File: src/rtl/mem_wb_pkg.sv
// Shared defines for the MEM/WB pipeline register: bus widths, cleared values,
// stall bit indices and the per-edge action selection.
package mem_wb_pkg;

    localparam int REG_ADDR_W = 5;
    localparam int REG_DATA_W = 32;

    typedef logic [REG_ADDR_W-1:0] RegAddrBus;
    typedef logic [REG_DATA_W-1:0] RegDataBus;

    localparam RegAddrBus NOPRegAddr   = '0;
    localparam RegDataBus ZeroWord     = '0;
    localparam logic      WriteEnable  = 1'b1;
    localparam logic      WriteDisable = 1'b0;

    localparam int STALL_MEM = 3;
    localparam int STALL_WB  = 4;

    typedef enum logic [2:0] {
        ACT_RESET,
        ACT_FLUSH,
        ACT_HOLD,
        ACT_BUBBLE,
        ACT_CAPTURE
    } wb_act_e;

    // Exactly one action per edge, highest priority first.
    function automatic wb_act_e wb_action(input logic rst_n, input logic flush,
                                          input logic stall_mem, input logic stall_wb);
        if (!rst_n)         return ACT_RESET;
        else if (flush)     return ACT_FLUSH;
        else if (stall_wb)  return ACT_HOLD;
        else if (stall_mem) return ACT_BUBBLE;
        else                return ACT_CAPTURE;
    endfunction

endpackage

File: src/rtl/mem_wb.sv
// MEM/WB pipeline register feeding the regfile, hilo_reg and LLbit_reg write ports.
// Every output is a flop; stalls either freeze the stage or insert a bubble.
module mem_wb
    import mem_wb_pkg::*;
#(
    parameter int DATA_W = 32,
    parameter int ADDR_W = 5
) (
    input  logic              clk,
    input  logic              rst,
    input  logic [5:0]        stall,
    input  logic              flush,
    input  logic              mem_wreg,
    input  logic [ADDR_W-1:0] mem_wd,
    input  logic [DATA_W-1:0] mem_wdata,
    input  logic              mem_whilo,
    input  logic [DATA_W-1:0] mem_hi,
    input  logic [DATA_W-1:0] mem_lo,
    input  logic              mem_LLbit_we,
    input  logic              mem_LLbit_value,
    output logic              wb_wreg,
    output logic [ADDR_W-1:0] wb_wd,
    output logic [DATA_W-1:0] wb_wdata,
    output logic              wb_whilo,
    output logic [DATA_W-1:0] wb_hi,
    output logic [DATA_W-1:0] wb_lo,
    output logic              wb_LLbit_we,
    output logic              wb_LLbit_value
);

    logic              r_wreg;
    logic [ADDR_W-1:0] r_wd;
    logic [DATA_W-1:0] r_wdata;
    logic              r_whilo;
    logic [DATA_W-1:0] r_hi;
    logic [DATA_W-1:0] r_lo;
    logic              r_LLbit_we;
    logic              r_LLbit_value;

    wb_act_e w_act;
    // Only the MEM and WB stall bits matter to this stage.
    logic    w_unused_stall;

    assign w_act          = wb_action(rst, flush, stall[STALL_MEM], stall[STALL_WB]);
    assign w_unused_stall = ^{stall[5], stall[2:0]};

    always_ff @(posedge clk) begin
        case (w_act)
            ACT_CAPTURE: begin
                r_wreg        <= mem_wreg;
                r_wd          <= mem_wd;
                r_wdata       <= mem_wdata;
                r_whilo       <= mem_whilo;
                r_hi          <= mem_hi;
                r_lo          <= mem_lo;
                r_LLbit_we    <= mem_LLbit_we;
                r_LLbit_value <= mem_LLbit_value;
            end
            ACT_HOLD: begin
                r_wreg        <= r_wreg;
                r_wd          <= r_wd;
                r_wdata       <= r_wdata;
                r_whilo       <= r_whilo;
                r_hi          <= r_hi;
                r_lo          <= r_lo;
                r_LLbit_we    <= r_LLbit_we;
                r_LLbit_value <= r_LLbit_value;
            end
            default: begin
                // Reset, flush and bubble all leave a no-op in write-back.
                r_wreg        <= WriteDisable;
                r_wd          <= ADDR_W'(NOPRegAddr);
                r_wdata       <= DATA_W'(ZeroWord);
                r_whilo       <= WriteDisable;
                r_hi          <= DATA_W'(ZeroWord);
                r_lo          <= DATA_W'(ZeroWord);
                r_LLbit_we    <= WriteDisable;
                r_LLbit_value <= 1'b0;
            end
        endcase
    end

    assign wb_wreg        = r_wreg;
    assign wb_wd          = r_wd;
    assign wb_wdata       = r_wdata;
    assign wb_whilo       = r_whilo;
    assign wb_hi          = r_hi;
    assign wb_lo          = r_lo;
    assign wb_LLbit_we    = r_LLbit_we;
    assign wb_LLbit_value = r_LLbit_value;

endmodule

File: config.mk
export PLATFORM = sky130hd
export DESIGN_NAME = mem_wb
export DESIGN_NICKNAME = d
export VERILOG_FILES = /design/src/rtl/mem_wb_pkg.sv /design/src/rtl/mem_wb.sv
export SDC_FILE = /design/constraint.sdc
export NUM_CORES = 1
export LEC_CHECK = 0
export CAP_MARGIN = 20
export CORE_UTILIZATION = 30
export CTS_CLUSTER_DIAMETER = 30
export DETAILED_ROUTE_END_ITERATION = 7
export DONT_BUFFER_PORTS = 1
export PLACE_DENSITY = 0.44
export SLEW_MARGIN = 20
export SYNTH_ARGS = -nofsm -noshare
export SYNTH_HDL_FRONTEND = slang
export SYNTH_SLANG_ARGS = --single-unit
File: constraint.sdc
create_clock -name clk -period 4.8 [get_ports clk]
set_input_delay 0.48 -clock clk [delete_from_list [all_inputs] [get_ports clk]]
set_output_delay 0.48 -clock clk [all_outputs]
set_load 0.01 [all_outputs]
==> flow_metrics.py, run 1 <==
metrics = {
    "timing": {
        "holdWs_ns": 0.3354,
        "timing.final.crit_period_ns": 1.474,
        "max_freq_mhz": 678.6,
        "worstMarginPinSlew_ns": 0.7740,
        "slew_violations": 0,
        "report.final.setup_viol": 0,
        "timing.setup.tns_ns": 0,
        "hold_violations": 0,
        "relSlewSlack_pct": 48.40,
        "rsz0062_at_grt": "false",
        "fin_crit_sh_pct": 30.70,
    },
    "cells_and_area": {
        "drive_gt1_share_pct": 17.32,
        "nets": 340,
        "final_util_pct": 34.53,
        "final_cell_area_um2": 4410,
        "mostFrequentLayoutCells": "edfxtp_1 (105), and2_1 (85), and2_2 (20), clkbuf_16 (9)",
        "area_growth_pct": 11.06,
        "layout_commonest_cell": "edfxtp_1",
    },
    "synth": {
        "synth_top_area_cell": "edfxtp_1",
        "syn_nets": 337,
        "synth_area_leaders": "edfxtp_1 (79%), and2_1 (13%), and2_2 (3.8%), buf_8 (1.9%), nor4b_4 (0.60%)",
        "syn_area_um2": 3971,
        "yosysTopAreaCellShare_pct": 79.40,
        "yosys_register_bits": 105,
        "ys.warnings.count": 0,
        "yosysSeqAreaShare_pct": 79.40,
        "netlist_instances": 223,
        "synth.avg_cell_area_um2": 17.81,
        "synth_cell_types": 8,
    },
    "placement": {
        "place.gp.congestion": 0.6748,
        "dp_hpwl_mm": 4.918,
        "portBuffers": 0,
        "place_area_um2": 4104,
    },
    "worst_setup_path": {
        "slowest_delay_ns": 0.61,
        "crit_type": "in2reg",
        "cp-start-kind": "input pin",
        "required_ns": 5.00,
        "slowest_stage": "buf_4",
        "critPathMaxFanout": 105,
        "cp_cell_sequence": "nor4b_4 > buf_4 > and2_2",
        "cp.arrival_ns": 1.68,
        "end_kind": "register",
    },
    "global_route": {
        "grt_pass1_vias": 1723,
        "grt_pass1_wl_mm": 10.06,
        "gr-total-overflow": 0,
        "groute.usage.overall_pct": 10.54,
        "antenna_found_initial": 2,
        "grt_max_degree": 106,
    },
    "die": {
        "initial_core_util_pct": 31.09,
        "num_io_pins": 219,
        "die-area_um2": 13700,
        "die_width_um": 117.1,
        "rows": 41,
        "die_y_um": 117.1,
        "fp.coreArea_um2": 12770,
    },
    "route": {
        "vias": 1760,
        "vias_per_cell": 4.346,
        "finalWirelength_mm": 7.277,
        "drc": 0,
        "postRouteAntennaNets": 0,
        "drt-initial-drc-count": 129,
        "drt_pass1_iterations": 4,
        "post_drt_wl_per_cell_um": 17.97,
    },
    "job": {
        "maxCapViolations": 0,
    },
    "clocking": {
        "clock_path_buffers": 2,
        "post_cts_resized": 0,
        "cts.sinks": 105,
        "cts_buffers": 9,
        "tritoncts": "done",
        "cts_root_buf": "clkbuf_16",
        "clk_pin_slew_worst_paths_ns": 0.07,
        "cts_hold_buf": 0,
        "postCtsSetupBuffers": 0,
        "h-tree-depth": 3,
    },
    "pwr": {
        "ir_drop_uv": 143.5,
        "p_per_area_nw_per_um2": 423.1,
        "leakagePower_nw": 1.706,
    },
    "worst_hold_path": {
        "holdCritPathClass": "in2reg",
        "hold_depth": 1,
    },
    "status": {
        "status": "finished clean",
    },
}
-- routing by layer --
layer | up-vias | wire length, um | GRT usage, %
met4 | 0 | 132 | 5.401
li1 | 781 | - | -
met5 | - | 0 | 0
met2 | 147 | 3268 | 15.07
met3 | 9 | 1292 | 8.239
met1 | 823 | 2583 | 11.16
-- cells by family after synthesis --
kind of cell           count (synthesis)  synth area share [%]
buffers and inverters                 11                 2.646
DFF                                  105                 79.39
and+or+nand+nor                      107                 17.96
-- Yosys cell counts, drive strengths merged --
master and count:
clkbuf 5, and2 105, nor4b 1, nand3b 1
edfxtp 105, buf 6
-- worst max-delay path, delay by kind of cell --
kind,cells,cell delay [ns]
buffers and inverters,1,0.61
AND/OR/NAND/NOR,2,0.50
-- report_power, final --
part | switching [mW] | total [mW] | internal [mW]
Combinational | 0.0206 | 0.0306 | 0.00995
Clock | 0.323 | 0.732 | 0.409
Sequential | 0.0461 | 1.10 | 1.06
-- through the flow --
stage	std cells	setup WS, ns	power [mW]
floorplan	223	0.7224	1.145
detailed placement	387	2.961	1.156
global route	404	3.204	1.948
global placement	387	2.968	1.156
finish	405	3.326	1.866
CTS	403	3.331	1.897
-- sequential cells by signal, summed over array words and instances, names as in the netlist --
name            count
wb_whilo            1
wb_wd               5
wb_wreg             1
wb_lo              32
wb_LLbit_value      1
wb_LLbit_we         1
wb_hi              32
wb_wdata           32
-- area by class of cell --
| class | count | area (um^2) |
|---|---|---|
| Antenna cell | 2 | 5.005 |
| Clock buffer | 9 | 225.2 |
| Clock inverter | 7 | 76.32 |
| Fill cell | 1226 | 8363 |
| Multi-Input combinational cell | 107 | 713.2 |
| Sequential cell | 105 | 3153 |
| Tap cell | 172 | 215.2 |
| Timing Repair Buffer | 3 | 22.52 |
-- worst paths after layout --
kind       start         to  slack (ns)
max     stall[4]  wb_lo[23]        3.33
min   mem_lo[27]  wb_lo[27]        0.34
(Power assumes the default switching activity.)
==> inputs of run 2 (changes only) <==
Settings changed: PLACE_DENSITY 0.44 to 0.45.
Clock period 4.8 ns to 1.3 ns, I/O delays scaled along.
==> flow_metrics.py, run 2 (synthesis results as in run 1) <==
metrics = {
    "status": {
        "status": "finished clean",
    },
    "worst_setup_path": {
        "required_ns": 1.17,
        "end_kind": "output pin",
        "cp.depth": 0,
        "critPathMaxFanout": 1,
        "cp.arrival_ns": 0.80,
        "crit_type": "reg2out",
        "cp-start-kind": "register",
    },
    "route": {
        "post_drt_wl_per_cell_um": 15.78,
        "drt_pass1_iterations": 4,
        "vias": 2116,
        "vias_per_cell": 4.207,
        "drc": 0,
        "finalWirelength_mm": 7.939,
        "postRouteAntennaNets": 0,
        "drt-initial-drc-count": 167,
    },
    "cells_and_area": {
        "seq_area_um2": 3153,
        "layout_commonest_cell": "edfxtp_1",
        "area_growth_pct": 37.93,
        "final_cell_area_um2": 5478,
        "drive_gt1_share_pct": 11.52,
        "fillCellCount": 1116,
        "multi_input_area_um2": 713.2,
        "mostFrequentLayoutCells": "edfxtp_1 (105), dlygate4sd3_1 (100), and2_1 (85), and2_2 (20), clkbuf_16 (9)",
        "nets": 440,
    },
    "placement": {
        "place_area_um2": 4141,
        "portBuffers": 0,
        "place.gp.congestion": 0.7017,
        "dp_hpwl_mm": 4.885,
    },
    "die": {
        "initial_core_util_pct": 31.09,
        "rows": 41,
        "die-area_um2": 13700,
        "fp.coreArea_um2": 12770,
        "num_io_pins": 219,
        "die_y_um": 117.1,
        "die_width_um": 117.1,
    },
    "global_route": {
        "antenna_found_initial": 2,
        "grt_max_degree": 106,
        "grt_pass1_vias": 2124,
        "grt_pass1_wl_mm": 11.11,
        "groute.usage.overall_pct": 11.27,
        "gr-total-overflow": 0,
    },
    "pwr": {
        "ir_drop_uv": 511.6,
        "p_per_area_nw_per_um2": 1356,
        "leakagePower_nw": 2.158,
        "total_power_mw": 7.430,
    },
    "worst_hold_path": {
        "min_from": "mem_lo[30]",
        "holdCritPathClass": "in2reg",
        "hold_depth": 1,
        "hold_end": "wb_lo[30]",
    },
    "timing": {
        "slew_violations": 0,
        "report.final.setup_viol": 0,
        "fin_crit_sh_pct": 71.21,
        "rsz0062_at_grt": "false",
        "timing.final.crit_period_ns": 0.9257,
        "relSlewSlack_pct": 78.04,
        "hold_violations": 0,
        "holdWs_ns": 0.01293,
        "worstMarginPinSlew_ns": 0.3294,
        "timing.setup.tns_ns": 0,
        "max_freq_mhz": 1080,
    },
    "clocking": {
        "h-tree-depth": 3,
        "cts_buffers": 9,
        "tritoncts": "done",
        "postCtsSetupBuffers": 0,
        "clk_pin_slew_worst_paths_ns": 0.07,
        "clock_path_buffers": 2,
        "cts.sinks": 105,
        "cts_root_buf": "clkbuf_16",
    },
    "job": {
        "maxCapViolations": 0,
    },
}
run 2: changes by cell type in the layout (fill, tap and decap cells not counted), moves of 2 or more:
cell,previous run,this run
buf_12,0,3
clkinvlp_4,2,0
bufinv_16,1,3
buf_4,3,0
inv_6,3,0
dlygate4sd3_1,0,100
run 2: worst max-delay path by stage:
stage / endpoint / start
after CTS: wb_lo[25] / wb_lo[25]
after floorplan: wb_LLbit_value / flush
after global routing: wb_lo[25] / wb_lo[25]
after detailed placement: wb_lo[24] / stall[4]
final: wb_wdata[10] / wb_wdata[10]
after global placement: wb_hi[18] / stall[4]
run 2: per-layer routing:
layer | vias up | share of wire [%] | track usage [%]
met3 | 11 | 14 | 7.878
met4 | 2 | 1.7 | 5.148
li1 | 979 | - | -
met5 | - | 0.21 | 0
met2 | 147 | 47 | 17.87
met1 | 977 | 38 | 11.31
run 2: metrics by stage:
stage	utilization (%)	setup slack [ns]	std cells
CTS	42.55	0.3552	498
floorplan	-	-2.428	223
finish	42.88	0.3743	503
global route	42.88	0.3371	503
detailed placement	32.42	0.1429	387
global placement	32.42	0.1494	387
run 2: where the power goes:
group          total, mW  switching, mW  internal (mW)
sequential          4.07          0.170           3.90
combinational      0.360          0.117          0.243
clock               3.00           1.13           1.86
run 2: final cells by class:
class	instances	share of cell area, %
Antenna cell	1	0.04568
Clock buffer	9	4.111
Clock inverter	6	1.964
Multi-Input combinational cell	107	13.02
Sequential cell	105	57.56
Tap cell	172	3.929
Timing Repair Buffer	103	19.37
run 2: repair_timing:
item	in CTS	in global routing
endpoints found under the hold margin	96	4
setup endpoints to repair	0	0
hold buffers	96	4
gates resized for setup	0	0
